--- config.mk ---
export PLATFORM = sky130hd
export DESIGN_NAME = card_detect_ctrl
export DESIGN_NICKNAME = d
export VERILOG_FILES = /design/src/rtl/card_detect_ctrl.sv
export SDC_FILE = /design/constraint.sdc
export NUM_CORES = 1
export LEC_CHECK = 0
export BUFFER_PORTS_ARGS = -buffer_cell sky130_fd_sc_hd__buf_2
export CORE_MARGIN = 4
export CORE_UTILIZATION = 46
export DETAILED_ROUTE_END_ITERATION = 7
export PLACE_DENSITY = 0.79
export SLEW_MARGIN = 0
export SYNTH_ARGS = -nofsm -noshare
export SYNTH_HDL_FRONTEND = slang
export SYNTH_SLANG_ARGS = --single-unit
--- constraint.sdc ---
create_clock -name clk -period 2.9 [get_ports clk]
set_input_delay 0.29 -clock clk [delete_from_list [all_inputs] [get_ports clk]]
set_output_delay 0.29 -clock clk [all_outputs]
set_load 0.05 [all_outputs]
--- src/rtl/card_detect_ctrl.sv ---
// SD card-detect controller: synchronizes the raw CD/WP pins, debounces insertion
// and removal, gates the downstream datapath and queues a single insert/remove event.
module card_detect_ctrl #(
    parameter int DB_LIMIT = 8,
    parameter int DB_CNT_W = 4
) (
    input  logic clk,
    input  logic n_rst,
    input  logic cd_n_async,
    input  logic wp_async,
    input  logic evt_ack,
    output logic card_present,
    output logic sd_en,
    output logic write_protect,
    output logic evt_valid,
    output logic evt_type,
    output logic evt_ovf
);

    typedef enum logic [1:0] {
        ST_ABSENT,
        ST_DB_IN,
        ST_PRESENT,
        ST_DB_OUT
    } state_t;

    // bit 0 = cd_n (idles high: no card), bit 1 = wp (idles low)
    localparam logic [1:0]          SYNC_RST = 2'b01;
    localparam logic [DB_CNT_W-1:0] CNT_LAST = DB_CNT_W'(DB_LIMIT - 1);

    logic [1:0] w_async;
    logic [1:0] w_synced;
    logic       w_cd_n;
    logic       w_wp;

    assign w_async = {wp_async, cd_n_async};

    generate
        for (genvar gi = 0; gi < 2; gi++) begin : g_sync
            logic r_meta;
            logic r_sync;
            always_ff @(posedge clk or negedge n_rst) begin
                if (!n_rst) begin
                    r_meta <= SYNC_RST[gi];
                    r_sync <= SYNC_RST[gi];
                end else begin
                    r_meta <= w_async[gi];
                    r_sync <= r_meta;
                end
            end
            assign w_synced[gi] = r_sync;
        end
    endgenerate

    assign w_cd_n = w_synced[0];
    assign w_wp   = w_synced[1];

    state_t              r_state;
    state_t              w_state_next;
    logic [DB_CNT_W-1:0] r_cnt;
    logic [DB_CNT_W-1:0] w_cnt_next;
    logic                w_ins;
    logic                w_rem;

    always_ff @(posedge clk or negedge n_rst) begin
        if (!n_rst) begin
            r_state <= ST_ABSENT;
            r_cnt   <= '0;
        end else begin
            r_state <= w_state_next;
            r_cnt   <= w_cnt_next;
        end
    end

    always_comb begin
        w_state_next = r_state;
        w_cnt_next   = r_cnt;
        w_ins        = 1'b0;
        w_rem        = 1'b0;
        case (r_state)
            ST_ABSENT: begin
                if (!w_cd_n) begin
                    w_state_next = ST_DB_IN;
                    w_cnt_next   = '0;
                end
            end
            ST_DB_IN: begin
                if (w_cd_n) begin
                    w_state_next = ST_ABSENT;
                    w_cnt_next   = '0;
                end else if (r_cnt == CNT_LAST) begin
                    w_state_next = ST_PRESENT;
                    w_cnt_next   = '0;
                    w_ins        = 1'b1;
                end else begin
                    w_cnt_next = r_cnt + 1'b1;
                end
            end
            ST_PRESENT: begin
                if (w_cd_n) begin
                    w_state_next = ST_DB_OUT;
                    w_cnt_next   = '0;
                end
            end
            ST_DB_OUT: begin
                // a bounce back to "inserted" aborts the removal silently
                if (!w_cd_n) begin
                    w_state_next = ST_PRESENT;
                    w_cnt_next   = '0;
                end else if (r_cnt == CNT_LAST) begin
                    w_state_next = ST_ABSENT;
                    w_cnt_next   = '0;
                    w_rem        = 1'b1;
                end else begin
                    w_cnt_next = r_cnt + 1'b1;
                end
            end
            default: begin
                w_state_next = ST_ABSENT;
                w_cnt_next   = '0;
            end
        endcase
    end

    logic r_wp;
    logic r_evt_valid;
    logic r_evt_type;
    logic r_evt_ovf;

    always_ff @(posedge clk or negedge n_rst) begin
        if (!n_rst) begin
            r_wp <= 1'b0;
        end else if (w_ins) begin
            r_wp <= w_wp;
        end else if (w_rem) begin
            r_wp <= 1'b0;
        end
    end

    // a fresh event always wins over an acknowledge landing on the same edge
    always_ff @(posedge clk or negedge n_rst) begin
        if (!n_rst) begin
            r_evt_valid <= 1'b0;
            r_evt_type  <= 1'b0;
            r_evt_ovf   <= 1'b0;
        end else if (w_ins || w_rem) begin
            r_evt_valid <= 1'b1;
            r_evt_type  <= w_ins;
            if (r_evt_valid && !evt_ack) begin
                r_evt_ovf <= 1'b1;
            end
        end else if (r_evt_valid && evt_ack) begin
            r_evt_valid <= 1'b0;
            r_evt_ovf   <= 1'b0;
        end
    end

    assign card_present  = (r_state == ST_PRESENT) || (r_state == ST_DB_OUT);
    assign sd_en         = (r_state == ST_PRESENT);
    assign write_protect = r_wp;
    assign evt_valid     = r_evt_valid;
    assign evt_type      = r_evt_type;
    assign evt_ovf       = r_evt_ovf;

endmodule

==> out/qor.yml, run 1 <==
slew_violations: 0
fmax_ghz: 0.656
synth_area_sq_um: 601
maxCapViolations: 0
synth_xor_area_frac: 0.0417
antenna_found_initial: 0
clkLatencyLatePin_ps: 280
relSlewSlack: 0.776
root_buffer: "clkbuf_4"
synth.distinct_cells: 21
finalCriticalPeriod_ps: 1520
die_y_microns: 44.1
placed_area_sq_um: 656
synth-compound-area-share: 0.121
drt_iter0_drc: 6
hp-class: "in -> reg"
worstPathRequired_ps: 2610
power_uw: 337
gp_congestion: 0.747
post-route-period-util: 0.526
fin_skew_ps: 0.424
hold-path-cell-count: 1
syn_area_per_cell_sq_um: 10.4
fillers: 107
numCtsBuffers: 3
num_rows: 12
die_area_sq_um: 1950
drcViolationCount: 0
wl_microns: 984
cellPowerDensity_nw_per_um2: 489
dr.pass1.iters: 2
cts_buffer_depth: 2
worst_pin_slew_ps: 335
grt_pass1_vias: 413
arrival_ps: 1230
synth-simple-area-share: 0.190
clock-sinks: 14
setup_viol: 0
grt_usage: 0.123
die_w_microns: 44.1
peakVddDrop_v: 0.000377
initial_core_util: 0.513
synth_nets: 64
htreeDepth: 1
coreArea_sq_um: 1170
yosysSeqAreaShare: 0.587
final_cell_area_sq_um: 688
muxShareOfSynthArea: 0
grt_first_pass_wirelength_microns: 1740
syn_to_final_growth_pct: 14.6
yosys.area_share.adder: 0.0208
tritoncts: "built"
crit_path_max_fanout: 8
rsz0062_at_grt: "false"
io_pins: 11
cp-start-kind: "flop"
cts_resized: 0
diodes: 0
leakage_uw: 0.000343
drive_gt1_frac: 0.246
routedWlPerCell_microns: 11.9
grt_overflow: 0
placement.io_buffers: 10
multi_input_area_sq_um: 224
rr_worst_depth: 5
end_kind: "output port"
finalHoldViolations: 0
cts_setup_buffers: 0
ys_seq_elements: 14
outcome: "completed"
clkTransAtPathRegs_ps: 80
vias: 446
fin_tns_setup_ps: 0
grt_max_degree: 15
hpwl_microns: 737
fin_nets: 77
critPathKind: "reg -> out"
yosys_warnings: 0
synth_top_family_by_area: "simple AND/OR/NAND/NOR gates"
syn_inst: 58
ant_nets: 0
holdBufCountCts: 1
fin_util: 0.588
register_area_sq_um: 353
via_per_inst: 5.37
==> per-layer routing <==
metal  track usage  wire, microns
met1         0.158            448
met2         0.192            457
met3        0.0244             57
met4        0.0723             21
met5             0              0
==> metrics by stage <==
step | hold WS, ps | setup slack [ps] | cells
3_3_place_gp | 195 | 1560 | 79
6_report | 111 | 1380 | 83
2_1_floorplan | -5.59 | 1400 | 58
4_1_cts | 111 | 1370 | 83
3_5_place_dp | 197 | 1470 | 79
5_1_grt | 103 | 1280 | 83
==> synth_stat cells, drive strengths merged <==
cell type	instances	area [sq um]
o22ai	1	6.26
nor2	7	26.3
buf	1	5.00
clkbuf	2	7.51
nand2	4	15.0
xor2	1	8.76
nor3b	2	15.0
ha	1	12.5
a21o	1	7.51
a21oi	5	25.0
inv	3	11.3
dfrtp	12	300
dfstp	2	52.6
nand3b	3	22.5
o21ai	5	25.0
nand4b	1	8.76
a22o	1	8.76
nand3	4	20.0
xnor2	1	16.3
and2	1	6.26
==> logic make-up (layout without fill, tap and decap cells) <==
family	after synthesis	count (layout)
AO/OA/AOI/OAI	13	13
flip-flops	14	14
buffers and inverters	6	17
AND/OR/NAND/NOR	22	22
XOR/XNOR	2	2
adder cells (fa/ha/maj)	1	1
==> cell type report <==
cell class	count	share of cell area
flip-flops and latches	14	0.513
multi-input cells	38	0.325
repair buffers	11	0.0873
clock buffers	3	0.0327
well taps	14	0.0255
inverters	3	0.0164
==> cell usage in the layout, fill, tap and decap left out <==
cell           count
a21o_1             1
a21oi_1            5
a22o_1             1
and2_1             1
buf_2             10
clkbuf_4           3
dfrtp_1           12
dfstp_2            2
dlygate4sd3_1      1
ha_1               1
inv_1              2
inv_2              1
nand2_1            4
nand3_1            4
nand3b_1           3
nand4b_1           1
nor2_1             7
nor3b_1            2
o21ai_1            5
o22ai_1            1
xnor2_2            1
xor2_1             1
==> sequential cells by signal, summed over array words and instances (netlist names), named ones only <==
| name | count |
|---|---|
| r_state | 1 |
| evt_type | 1 |
| g_sync.r_meta | 2 |
| g_sync.r_sync | 2 |
| r_cnt | 4 |
| write_protect | 1 |
| evt_valid | 1 |
| evt_ovf | 1 |
==> report_power, final <==
part | internal [uW] | switching, uW
clock network | 48.2 | 59.7
logic | 8.76 | 11.3
registers | 202 | 6.36
==> worst max-delay path, stage by stage (launching register included) <==
cell and delay [ps]:
dfrtp_1 530, inv_2 80, nor2_1 80, buf_2 260
==> final timing paths <==
check	startpoint	end	slack [ps]
max in group asynchronous	n_rst	g_sync[0].r_sync$_DFF_PN1_	2190
worst max register to register	r_cnt[0]$_DFFE_PN0P_	write_protect$_DFFE_PN0P_	1470
worst max-delay path	flop	sd_en	1380
worst min register to register	g_sync[1].r_meta$_DFF_PN0_	g_sync[1].r_sync$_DFF_PN0_	350
worst min-delay path	cd_n_async	g_sync[0].r_meta$_DFF_PN1_	110
min in group asynchronous	n_rst	r_cnt[3]$_DFFE_PN0P_	430
No activity file was read; power rests on OpenSTA's default activity.
==> inputs of run 2 (changes only) <==
==> constraint.sdc (replaced) <==
create_clock -name clk -period 1.45 [get_ports clk]
set_input_delay 0.145 -clock clk [delete_from_list [all_inputs] [get_ports clk]]
set_output_delay 0.145 -clock clk [all_outputs]
set_load 0.05 [all_outputs]
==> run 2 against run 1 <==
Effect of this change:
- setup slack got worse by 1300 ps
- flip-flop and latch count did not move
- non-clock buffer count rose by 7
- combinational power rose to 2.8 times the previous value
- clock skew rose by 0.72 ps
- design area rose by 12%
- utilization rose by 6.8 points
- cell count rose by 9.6%
==> out/qor.yml, run 2 (synthesized netlist as in run 1, its figures left out) <==
hp-class: "in -> reg"
grt_pass1_vias: 475  # +15%
largest_register_ffs: 4  # unchanged
drt_iter0_drc: 5  # -1
timing.rr.start: "r_cnt[1]$_DFFE_PN0P_"
fin_tns_setup_ps: 0  # unchanged
antenna_found_initial: 0  # unchanged
hold-path-cell-count: 3  # +2
cellPowerDensity_nw_per_um2: 963  # +97%
fin_ws_ps: 110  # -1270 ps
die_area_sq_um: 1950  # unchanged
wl_microns: 1130  # +15%
syn_to_final_growth_pct: 27.9
routedWlPerCell_microns: 12.4  # +4.7%
drcViolationCount: 0  # unchanged
power_uw: 740  # +120%
clkLatencyLatePin_ps: 270  # about the same
dr.pass1.iters: 4  # +2
coreArea_sq_um: 1170  # unchanged
grt_overflow: 0  # unchanged
root_buffer: "clkbuf_4"
arrival_ps: 1490  # +260 ps
grt_max_degree: 15  # unchanged
slew_violations: 0  # unchanged
relSlewSlack: 0.766  # -0.00967
grt_first_pass_wirelength_microns: 2000  # +15%
fin_util: 0.656  # +0.0684
numCtsBuffers: 3  # unchanged
critPathKind: "reg -> reg"
r2r_end: "write_protect$_DFFE_PN0P_"
holdCritStartpoint: "evt_ack"
grt_usage: 0.143  # +0.0197
cts_buffer_depth: 2  # unchanged
fin_nets: 84  # +9.1%
min_to: "evt_valid$_DFFE_PN0P_"
initial_core_util: 0.513  # unchanged
cp-start-kind: "flop"
hpwl_microns: 818  # +11%
fmax_ghz: 0.746
crit_path_max_fanout: 5  # -3
clkTransAtPathRegs_ps: 80  # about the same
io_pins: 11  # unchanged
ant_nets: 0  # unchanged
post-route-period-util: 0.924
rr_worst_depth: 5  # unchanged
setup_viol: 0  # unchanged
peakVddDrop_v: 0.000602  # +60%
reg2reg_slack_ps: 110  # -1360 ps
num_rows: 12  # unchanged
finalNonFillerCells: 91  # +9.6%
leakage_uw: 0.000381  # +11%
regMostFlops: "r_cnt"
die_y_microns: 44.1  # unchanged
diodes: 0  # unchanged
worstPathRequired_ps: 1600  # -1010 ps
final_cell_mix: "11 x dfrtp_1, 10 x buf_2, 6 x nor2_1"
fillers: 93  # -13%
vias: 481  # +7.8%
die_w_microns: 44.1  # unchanged
outcome: "completed"
clock-sinks: 14  # unchanged
maxCapViolations: 0  # unchanged
final_common_cell: "dfrtp_1"
largestRegisters: "r_cnt x4, g_sync.r_meta x2, g_sync.r_sync x2"
dp.cells: 82  # +3.8%
worst_pin_slew_ps: 349  # +14.4 ps
drive_gt1_frac: 0.338  # +0.0913
htreeDepth: 1  # unchanged
dp_slack_ps: 130  # -1340 ps
tritoncts: "built"
placement.io_buffers: 10  # unchanged
finalHoldViolations: 0  # unchanged
finalCriticalPeriod_ps: 1340
via_per_inst: 5.29  # -1.6%
end_kind: "flop"
fin_skew_ps: 1.14  # +0.715 ps
register_area_sq_um: 354  # +0.35%
multi_input_area_sq_um: 231  # +3.4%
gp_congestion: 0.729  # -2.3%
[run 2: metal layers]
metal | vias to the layer above | wire (microns) | GRT usage
met3 | 2 | 68 | 0.0447
li1 | 235 | - | -
met5 | - | 0 | 0
met1 | 233 | 533 | 0.176
met4 | 0 | 13 | 0.0904
met2 | 11 | 515 | 0.215
[run 2: how the worst max path moves through the flow]
stage	slack, ps	startpoint	cells after the start	endpoint
floorplan	100	r_state[0]$_DFFE_PN0P_	2	sd_en
global placement	140	r_cnt[0]$_DFFE_PN0P_	5	write_protect$_DFFE_PN0P_
detailed placement	130	r_cnt[0]$_DFFE_PN0P_	5	write_protect$_DFFE_PN0P_
CTS	60	flop	3	sd_en
global route	-9	r_cnt[1]$_DFFE_PN0P_	5	write_protect$_DFFE_PN0P_
finish	110	r_cnt[1]$_DFFE_PN0P_	5	write_protect$_DFFE_PN0P_
[run 2: report_power, final]
part | total, uW | leakage (uW) | switching, uW | internal, uW
Combinational | 56.2 | 0.000182 | 28.9 | 27.3
Sequential | 415 | 0.000179 | 9.97 | 405
Clock | 269 | 0.0000210 | 117 | 152
Total | 740 | 0.000381 | 155 | 584
[run 2: cell type report]
class / count / share of cell area
well taps: 14 / 0.0228
multi-input cells: 38 / 0.301
flip-flops and latches: 14 / 0.461
clock buffers: 4 / 0.0472
repair buffers: 18 / 0.153
inverters: 3 / 0.0147
[run 2: repair_timing]
action,4_1_cts,5_1_grt
hold buffers,3,0
endpoints found under the setup margin,0,3
resized for setup,0,3
buffers inserted,0,2
hold endpoints to repair,14,0
[run 2: metrics by stage]
step / area, sq um / hold WS, ps
6_report: 768 / 175
5_1_grt: 768 / 190
4_1_cts: 744 / 171
3_5_place_dp: 678 / 48.2
3_3_place_gp: 678 / 46.4
2_1_floorplan: 601 / -151
[run 2: worst max-delay path, stage by stage (launching register included)]
cell      delay [ps]
dfrtp_1          380
ha_1             200
nand4b_1         210
buf_4            220
a21oi_1          120
o22ai_1          100
==> inputs of run 3 (changes only) <==
--- a/config.mk
+++ b/config.mk
@@ -7,9 +7,9 @@
 export LEC_CHECK = 0
 export BUFFER_PORTS_ARGS = -buffer_cell sky130_fd_sc_hd__buf_2
 export CORE_MARGIN = 4
-export CORE_UTILIZATION = 46
+export CORE_UTILIZATION = 45
 export DETAILED_ROUTE_END_ITERATION = 7
-export PLACE_DENSITY = 0.79
+export PLACE_DENSITY = 0.8
 export SLEW_MARGIN = 0
 export SYNTH_ARGS = -nofsm -noshare
 export SYNTH_HDL_FRONTEND = slang
==> constraint.sdc (replaced) <==
create_clock -name clk -period 1.2 [get_ports clk]
set_input_delay 0.12 -clock clk [delete_from_list [all_inputs] [get_ports clk]]
set_output_delay 0.12 -clock clk [all_outputs]
set_load 0.05 [all_outputs]
==> run 3 against run 2 <==
Effect of this change:
- non-clock buffer count increased by 11
- critical endpoint unchanged
- routed wire length up 26%
- largest power group unchanged
- flip-flop and latch count did not move
- the run now ends with setup timing left
==> out/qor.yml, run 3 (synthesized netlist as in run 1, its figures left out) <==
crit_path_top_delay_cell: "dfrtp_2"
fmax_ghz: 0.788  # +5.5%
setup_viol: 3  # +3
leakage_uw: 0.000448  # +18%
antenna_found_initial: 0  # unchanged
grt_max_degree: 15  # unchanged
grt_pass1_vias: 529  # +11%
fin_ws_ps: -69.6  # -180 ps
drive_gt1_frac: 0.489  # +0.151
numCtsBuffers: 3  # unchanged
dp.cells: 88  # +7.3%
finalHoldViolations: 0  # unchanged
syn_to_final_growth_pct: 56.5
violations: "setup timing"
post-route-period-util: 1.06  # +0.134
tritoncts: "built"
slew_violations: 0  # unchanged
end_kind: "flop"
num_rows: 12  # unchanged
drcViolationCount: 0  # unchanged
diodes: 0  # unchanged
maxCapViolations: 0  # unchanged
cp-start-kind: "flop"
crit_chain: "buf_12, buf_4, nor3b_1, a21oi_1, o22ai_1"
peakVddDrop_v: 0.000974  # +62%
worst_pin_slew_ps: 306  # -43.5 ps
final_cell_mix: "12 x buf_4, 11 x dfrtp_1, 8 x buf_2"
grt_usage: 0.156  # +0.0127
regMostFlops: "r_cnt"
hpwl_microns: 888  # +8.6%
clock-sinks: 14  # unchanged
reg2reg_slack_ps: -70  # -180 ps
finalCriticalPeriod_ps: 1270  # -70.3 ps
fin_tns_setup_ps: -161  # -161 ps
coreArea_sq_um: 1190  # +1.3%
largestRegisters: "r_cnt x4, g_sync.r_meta x2, g_sync.r_sync x2"
holdCritStartpoint: "evt_ack"
relSlewSlack: 0.796  # +0.0302
gp_congestion: 0.777  # +6.5%
fin_skew_ps: 16.1  # +14.9 ps
via_per_inst: 5.21  # -1.5%
r2r_end: "write_protect$_DFFE_PN0P_"
placement.io_buffers: 10  # unchanged
critPathKind: "reg -> reg"
rr_worst_depth: 5  # unchanged
vias: 531  # +10%
die_w_microns: 44.5  # +0.89%
hp-class: "in -> reg"
final_common_cell: "buf_4"
grt_first_pass_wirelength_microns: 2250  # +12%
dp_slack_ps: -45.7  # -176 ps
max_stage_delay_ps: 440  # +60 ps
finalNonFillerCells: 102  # +12%
htreeDepth: 1  # unchanged
fin_nets: 95  # +13%
crit_end: "write_protect$_DFFE_PN0P_"
initial_core_util: 0.506  # -0.00649
drt_iter0_drc: 19  # +14
rsz0062_at_grt: "true"
routedWlPerCell_microns: 13.9  # +12%
worstPathRequired_ps: 1400  # -200 ps
clkTransAtPathRegs_ps: 90  # about the same
crit_path_max_fanout: 4  # -1
outcome: "finished with violations"
root_buffer: "clkbuf_4"
die_area_sq_um: 1980  # +1.8%
grt_overflow: 0  # unchanged
cts_buffer_depth: 2  # unchanged
dr.pass1.iters: 5  # +1
clkLatencyLatePin_ps: 280  # about the same
die_y_microns: 44.5  # +0.89%
ant_nets: 0  # unchanged
hold_ws_ps: 155  # -20.3 ps
io_pins: 11  # unchanged
arrival_ps: 1470  # -20 ps
largest_register_ffs: 4  # unchanged
cellPowerDensity_nw_per_um2: 926  # -3.9%
wl_microns: 1420  # +26%
## run 3: cell count changes in the layout (fill, tap and decap cells not counted), moves of 2 or more
| cell | previous run | this run |
|---|---|---|
| o21ai_2 | 0 | 2 |
| buf_2 | 10 | 8 |
| nor2_1 | 6 | 4 |
| o21ai_1 | 5 | 3 |
| buf_6 | 0 | 5 |
| buf_4 | 5 | 12 |
## run 3: timing repair
action,4_1_cts,5_1_grt
gates resized for setup,11,11
gates cloned,0,0
endpoints found under the setup margin,6,11
hold endpoints to repair,14,0
pin swaps,4,4
buffers inserted,5,2
hold buffers,3,0
## run 3: how the worst min path moves through the flow
stage	depth (start not counted)	endpoint	slack [ps]
floorplan	0	async pin	-180
global placement	1	r_cnt[3]$_DFFE_PN0P_	20
detailed placement	1	r_cnt[2]$_DFFE_PN0P_	30
CTS	3	evt_valid$_DFFE_PN0P_	150
global route	3	evt_valid$_DFFE_PN0P_	160
finish	3	evt_valid$_DFFE_PN0P_	150
## run 3: area by class of cell
type                            count  area (sq um)
Multi-Input combinational cell     38           289
Timing Repair Buffer               29           236
Inverter                            3          16.3
Sequential cell                    14           354
Fill cell                          67           246
Tap cell                           14          17.5
Clock buffer                        4          26.3
## run 3: worst max-delay path: cells and delay by family (launching register included)
kind / cells / cell delay (ps)
buffers and inverters: 2 / 300
AOI/OAI and AO/OA: 2 / 220
and+or+nand+nor: 1 / 220
DFF: 1 / 440
## run 3: power by group
part           switching, uW  total, uW  internal, uW
sequential              11.5        501           489
clock                    140        268           129
combinational           46.1        101          54.7
## run 3: per-stage QoR
step	cell area [sq um]	util	power, uW
6_report	940	0.792	870
3_3_place_gp	733	0.618	579
2_1_floorplan	611	-	539
4_1_cts	892	0.752	873
3_5_place_dp	733	0.618	582
5_1_grt	940	0.792	916
## run 3: layer usage
layer	track usage	share of wire
met2	0.266	0.53
met4	0.0241	0.0063
met5	0	0
met3	0.0691	0.055
met1	0.181	0.41
